### src/rtl/seg7_display_arbiter.sv
// Round-robin owner arbiter for the shared 4-digit seven-segment display.
// Optional macro SEG7_ARB_PREEMPT_EN makes requester 0 a preempting high-priority source.
module seg7_display_arbiter #(
    parameter int NREQ        = 4,
    parameter int HOLD_CYCLES = 50000000,
    parameter int HCW         = 26
) (
    input  logic                 clock_100Mhz,
    input  logic                 reset,
    input  logic [NREQ-1:0]      req,
    input  logic [16*NREQ-1:0]   req_data,
    output logic [NREQ-1:0]      grant,
    output logic [3:0]           s0_src,
    output logic [3:0]           s1_src,
    output logic [3:0]           s2_src,
    output logic [3:0]           s3_src,
    output logic                 busy
);

    localparam int PW = $clog2(NREQ);
    localparam int SW = PW + 1;
    localparam logic [HCW-1:0] HOLD_LAST = HCW'(HOLD_CYCLES - 1);
    localparam logic [PW-1:0]  LAST_INIT = PW'(NREQ - 1);

    typedef enum logic [1:0] {
        ST_IDLE,
        ST_HOLD,
        ST_OPEN
    } state_t;

    state_t          state_reg, state_next;
    logic [NREQ-1:0] grant_reg, grant_next;
    logic [PW-1:0]   owner_reg, owner_next;
    logic [PW-1:0]   last_reg, last_next;
    logic [HCW-1:0]  hold_cnt_reg, hold_cnt_next;
    logic [15:0]     digits_reg, digits_next;

    logic [15:0]     req_word [NREQ];
    logic [PW-1:0]   search_idx [NREQ];
    logic [NREQ-1:0] cand;
    logic            found;
    logic [PW-1:0]   sel;
    logic            hold_done;
    logic            preempt_take;

    // search_idx[k] = (last + k + 1) mod NREQ, wrapped by one explicit subtraction
    generate
        for (genvar gi = 0; gi < NREQ; gi++) begin : g_search
            logic [SW-1:0] sum;
            assign req_word[gi]   = req_data[16*gi +: 16];
            assign sum            = {1'b0, last_reg} + SW'(gi + 1);
            assign search_idx[gi] = (sum >= SW'(NREQ)) ? PW'(sum - SW'(NREQ)) : sum[PW-1:0];
        end
    endgenerate

    // The current owner never competes with itself for a handover.
    assign cand = req & ~grant_reg;

    always_comb begin
        found = 1'b0;
        sel   = '0;
        for (int k = 0; k < NREQ; k++) begin
            if (!found && cand[search_idx[k]]) begin
                found = 1'b1;
                sel   = search_idx[k];
            end
        end
    end

    assign hold_done = (state_reg == ST_OPEN) || (hold_cnt_reg == HOLD_LAST);

`ifdef SEG7_ARB_PREEMPT_EN
    assign preempt_take = req[0] && (owner_reg != '0);
`else
    assign preempt_take = 1'b0;
`endif

    always_comb begin
        state_next    = state_reg;
        grant_next    = grant_reg;
        owner_next    = owner_reg;
        last_next     = last_reg;
        hold_cnt_next = hold_cnt_reg;
        case (state_reg)
            ST_IDLE: begin
                if (found) begin
                    grant_next    = NREQ'(1) << sel;
                    owner_next    = sel;
                    last_next     = sel;
                    hold_cnt_next = '0;
                    state_next    = ST_HOLD;
                end
            end
            ST_HOLD, ST_OPEN: begin
                if (preempt_take) begin
                    // last is left alone so round-robin resumes after the alarm
                    grant_next    = NREQ'(1);
                    owner_next    = '0;
                    hold_cnt_next = '0;
                    state_next    = ST_HOLD;
                end else if (!hold_done) begin
                    hold_cnt_next = hold_cnt_reg + 1'b1;
                    if (hold_cnt_reg == HOLD_LAST - 1'b1) begin
                        state_next = ST_OPEN;
                    end
                end else if (found) begin
                    grant_next    = NREQ'(1) << sel;
                    owner_next    = sel;
                    last_next     = sel;
                    hold_cnt_next = '0;
                    state_next    = ST_HOLD;
                end else if (req[owner_reg]) begin
                    hold_cnt_next = HOLD_LAST;
                    state_next    = ST_OPEN;
                end else begin
                    grant_next    = '0;
                    hold_cnt_next = '0;
                    state_next    = ST_IDLE;
                end
            end
            default: begin
                grant_next = '0;
                state_next = ST_IDLE;
            end
        endcase
    end

    // Digits follow whoever owns the display after this edge, but only while it requests.
    always_comb begin
        digits_next = digits_reg;
        if ((|grant_next) && req[owner_next]) begin
            digits_next = req_word[owner_next];
        end
    end

    always_ff @(posedge clock_100Mhz) begin
        if (reset) begin
            state_reg    <= ST_IDLE;
            grant_reg    <= '0;
            owner_reg    <= '0;
            last_reg     <= LAST_INIT;
            hold_cnt_reg <= '0;
            digits_reg   <= '0;
        end else begin
            state_reg    <= state_next;
            grant_reg    <= grant_next;
            owner_reg    <= owner_next;
            last_reg     <= last_next;
            hold_cnt_reg <= hold_cnt_next;
            digits_reg   <= digits_next;
        end
    end

    assign grant  = grant_reg;
    assign busy   = |grant_reg;
    assign s0_src = digits_reg[3:0];
    assign s1_src = digits_reg[7:4];
    assign s2_src = digits_reg[11:8];
    assign s3_src = digits_reg[15:12];

endmodule

### config.mk
export PLATFORM = sky130hd
export DESIGN_NAME = seg7_display_arbiter
export DESIGN_NICKNAME = d
export VERILOG_FILES = /design/src/rtl/seg7_display_arbiter.sv
export SDC_FILE = /design/constraint.sdc
export NUM_CORES = 1
export LEC_CHECK = 0
export BUFFER_PORTS_ARGS = -buffer_cell sky130_fd_sc_hd__buf_2
export CAP_MARGIN = 40
export CORE_ASPECT_RATIO = 1.2
export CORE_MARGIN = 4
export CORE_UTILIZATION = 45
export DETAILED_ROUTE_END_ITERATION = 8
export GPL_ROUTABILITY_DRIVEN = 1
export MAX_ROUTING_LAYER = met4
export PLACE_DENSITY = 0.8
export SYNTH_ARGS = -nofsm -noshare
export SYNTH_HDL_FRONTEND = slang
export SYNTH_SLANG_ARGS = --single-unit
### constraint.sdc
create_clock -name clock_100Mhz -period 2.7 [get_ports clock_100Mhz]
set_input_delay 0.135 -clock clock_100Mhz [delete_from_list [all_inputs] [get_ports clock_100Mhz]]
set_output_delay 0.135 -clock clock_100Mhz [all_outputs]
set_load 0.01 [all_outputs]
==> results by group <==
Final layout
  • Cell area after layout: 0.00440 sq mm
  • Post-layout util: 0.594
  • Area Overhead vs Synth: 26.3%
  • Layout cell share with drive strength beyond 1: 0.296
  • Max reg flops: 26
  • N_diodes: 0
  • Nets@finish: 611

Drt
  • Post-route DRC: 0
  • Routed WL per cell: 16.0 um
  • Post-route ant nets: 0
  • Drt first-iter violations: 270
  • Via count: 3,771
  • Pre-antenna DRT Iters: 6
  • DR vias/cell: 6.01
  • Final wirelength: 10,000 um

Timing
  • Min Clock Period, post-route: 2.69 ns
  • Skew final: 0.00577 ns
  • Post-route clock period utilization: 0.997
  • Final setup margin: 0.00754 ns
  • Final hold vios: 0
  • RSZ-0062 raised after global routing: true
  • Fin. max-slew vios: 0
  • Final Setup Violations: 0
  • Worst-margin pin slew: 0.734 ns
  • F_max: 0.371 GHz
  • Slew HR: 0.511

Global routing
  • First-pass GRT wire length: 16,300 um
  • Largest net degree at the start of global routing: 47
  • Antenna violations before repair: 0
  • Vias in the first global route: 3,558
  • Global-route usage over all layers: 0.219
  • GRT overflow: 0

Power and ir drop
  • IR Drop Worst-Case VDD: 0.734 mV
  • Lkg Pwr: 0.00188 uW
  • Tot Pwr: 5460 uW
  • PwrDens: 1240 mW/mm^2

Clock tree
  • Clock Tree Buf Depth: 2
  • # clock sinks: 52
  • Root Buffer: clkbuf_8
  • CTS tree: done
  • CTS Buf Count: 5
  • CTS Hold Bufs: 0
  • H-tree depth: 2
  • Clock latency on the worst-skew pair: 0.32 ns
  • Clock transition at path regs: 0.10 ns

Placed design
  • Place WS: -0.00771 ns
  • DP HPWL: 7350 um
  • Post-place instance area: 0.00416 sq mm
  • GP Congestion: 0.941
  • # port buffers: 90

Setup path
  • Slowest-stage cell, CP: or4_4
  • Crit path max fanout: 8
  • Critical Path Sink Type: flip-flop
  • CP Launch Type: flip-flop
  • CP required: 2.94 ns
  • Critical Path AT: 2.93 ns
  • Critical-path cell list: nand2b_4, or4_4, o211ai_4, a21o_1, and2_4, mux2_4, o2111ai_4, buf_12, mux2i_2
  • Setup CP Type: flip-flop to flip-flop
  • Crit-path max cell delay: 0.59 ns

Yosys
  • Seq cells post-synth: 52
  • Number of enable flip-flop cells after synthesis: 0
  • Post-synth top area cell: dfxtp_1
  • Netlist Area Pre-Place: 0.00348 sq mm
  • Synthesized instance count: 434
  • Distinct cells, synth: 61
  • Post-Syn Area per Cell: 8.02 sq um
  • Ranking of synthesized cells by area: dfxtp_1, mux2i_1, a21oi_1
  • Synth warnings: 0
  • Top_reg_cell synth: dfxtp_1
  • Asr flop ratio synth: 0
  • Post-Syn Nets: 509
  • Post-synthesis sequential area ratio: 0.299
  • Post-synth top area share: 0.299

Die
  • Rows: 34
  • Starting Density: 0.470
  • Core area: 0.00740 sq mm
  • IO Pins: 91
  • Die area: 0.00921 sq mm
  • DIE HEIGHT: 104 um
  • Chip Width: 88.3 um

Job
  • Number of max-cap violations: 0

Worst hold path
  • Worst hold path type: primary input to flip-flop

Status
  • Outcome: complete, no violations
-- synth_stat cells, types with 2 or more instances --
| library cell | instances |
|---|---|
| nand3_1 | 18 |
| a211o_1 | 5 |
| or4_1 | 2 |
| a221oi_1 | 4 |
| ha_1 | 5 |
| a21oi_1 | 42 |
| a21oi_2 | 2 |
| nand2b_1 | 22 |
| nor2_1 | 32 |
| dfxtp_1 | 52 |
| o21ai_0 | 18 |
| nor2b_1 | 7 |
| o31ai_1 | 4 |
| buf_2 | 4 |
| inv_1 | 15 |
| nor4_1 | 6 |
| nor4b_1 | 2 |
| o21a_1 | 2 |
| nor3_1 | 14 |
| xor2_1 | 6 |
| a221o_1 | 17 |
| a211oi_1 | 7 |
| xnor2_1 | 2 |
| a21o_1 | 2 |
| o22ai_1 | 2 |
| and3b_1 | 2 |
| mux2i_1 | 33 |
| or3_1 | 2 |
| a31oi_1 | 3 |
| and3_1 | 7 |
| nand2_1 | 37 |
| nand4_1 | 11 |
| clkbuf_1 | 19 |
-- power by group --
group	internal (uW)	switching [uW]
Clock	281	274
Combinational	1740	2100
Sequential	928	133
Total	2950	2510
-- critical path: cells and delay by family (launching register included) --
family                 cells  cell delay (ns)
muxes                      2             0.52
DFF                        1             0.35
AOI/OAI and AO/OA          3             0.69
and+or+nand+nor            3             0.88
buffers and inverters      1             0.18
-- worst paths after layout --
check / slack, ns / to / startpoint / cells past startpoint
max: 0.008 / digits_reg[3] / hold_cnt_reg[18] / 9
min: 0.19 / digits_reg[15] / req_data[31] / 4
max reg2reg: 0.008 / digits_reg[3] / hold_cnt_reg[18] / 9
min reg2reg: 0.49 / digits_reg[11] / digits_reg[11] / 2
-- what timing repair did --
item / CTS / global route
resized for setup: 1 / 21
pin swaps: 0 / 11
endpoints found under the setup margin: 3 / 16
gates cloned: 0 / 1
buffers inserted: 0 / 1
-- per-layer routing --
layer | track usage | share of wire
met3 | 0.0349 | 0.059
met5 | - | 0
met1 | 0.264 | 0.41
met2 | 0.365 | 0.50
met4 | 0.0734 | 0.031
-- cells in the final DEF (no fill, tap or decap), types with 2 or more instances in the layout --
cell type / n
nor2b_1: 7
inv_1: 15
a211oi_1: 7
nor4_1: 5
a221o_1: 17
nand2b_1: 21
a21oi_1: 41
mux2i_1: 32
buf_4: 27
or3_1: 2
a21oi_2: 3
xnor2_1: 2
o21ai_0: 17
a31oi_1: 3
a211o_1: 5
dfxtp_1: 43
o22ai_1: 2
clkbuf_8: 5
and3_1: 6
nor2_1: 32
o31ai_1: 4
nand4_1: 11
nor3_1: 14
or4_1: 2
buf_12: 2
a21o_1: 2
nand3_1: 18
o21a_1: 2
nand2_1: 37
buf_2: 90
ha_1: 4
a221oi_1: 4
and3b_1: 2
xor2_1: 6
dfxtp_2: 8
-- stage by stage --
| stage | cells | hold WS [ns] | setup TNS, ns |
|---|---|---|---|
| final | 627 | 0.187 | 0 |
| after global routing | 627 | 0.194 | -1.16 |
| after CTS | 625 | 0.181 | 0 |
| after detailed placement | 617 | 0.471 | -0.00771 |
| after global placement | 617 | 0.458 | 0 |
| after floorplan | 434 | 0.399 | 0 |
-- area by class of cell --
cell class	instances	area [sq um]
Clock buffer	6	72.6
Clock inverter	2	38.8
Fill cell	656	3010
Inverter	15	56.3
Multi-Input combinational cell	342	2340
Sequential cell	52	1050
Tap cell	90	113
Timing Repair Buffer	120	718
-- kinds of logic after synthesis --
| family | after synthesis | share of synthesized area |
|---|---|---|
| mux | 35 | 0.106 |
| xor+xnor | 8 | 0.0201 |
| buf+inv | 40 | 0.0503 |
| simple gates | 171 | 0.256 |
| flops | 52 | 0.299 |
| compound gates | 123 | 0.251 |
| fa+ha+maj | 5 | 0.0180 |
Note: power is estimated with default switching activity, not from simulation.
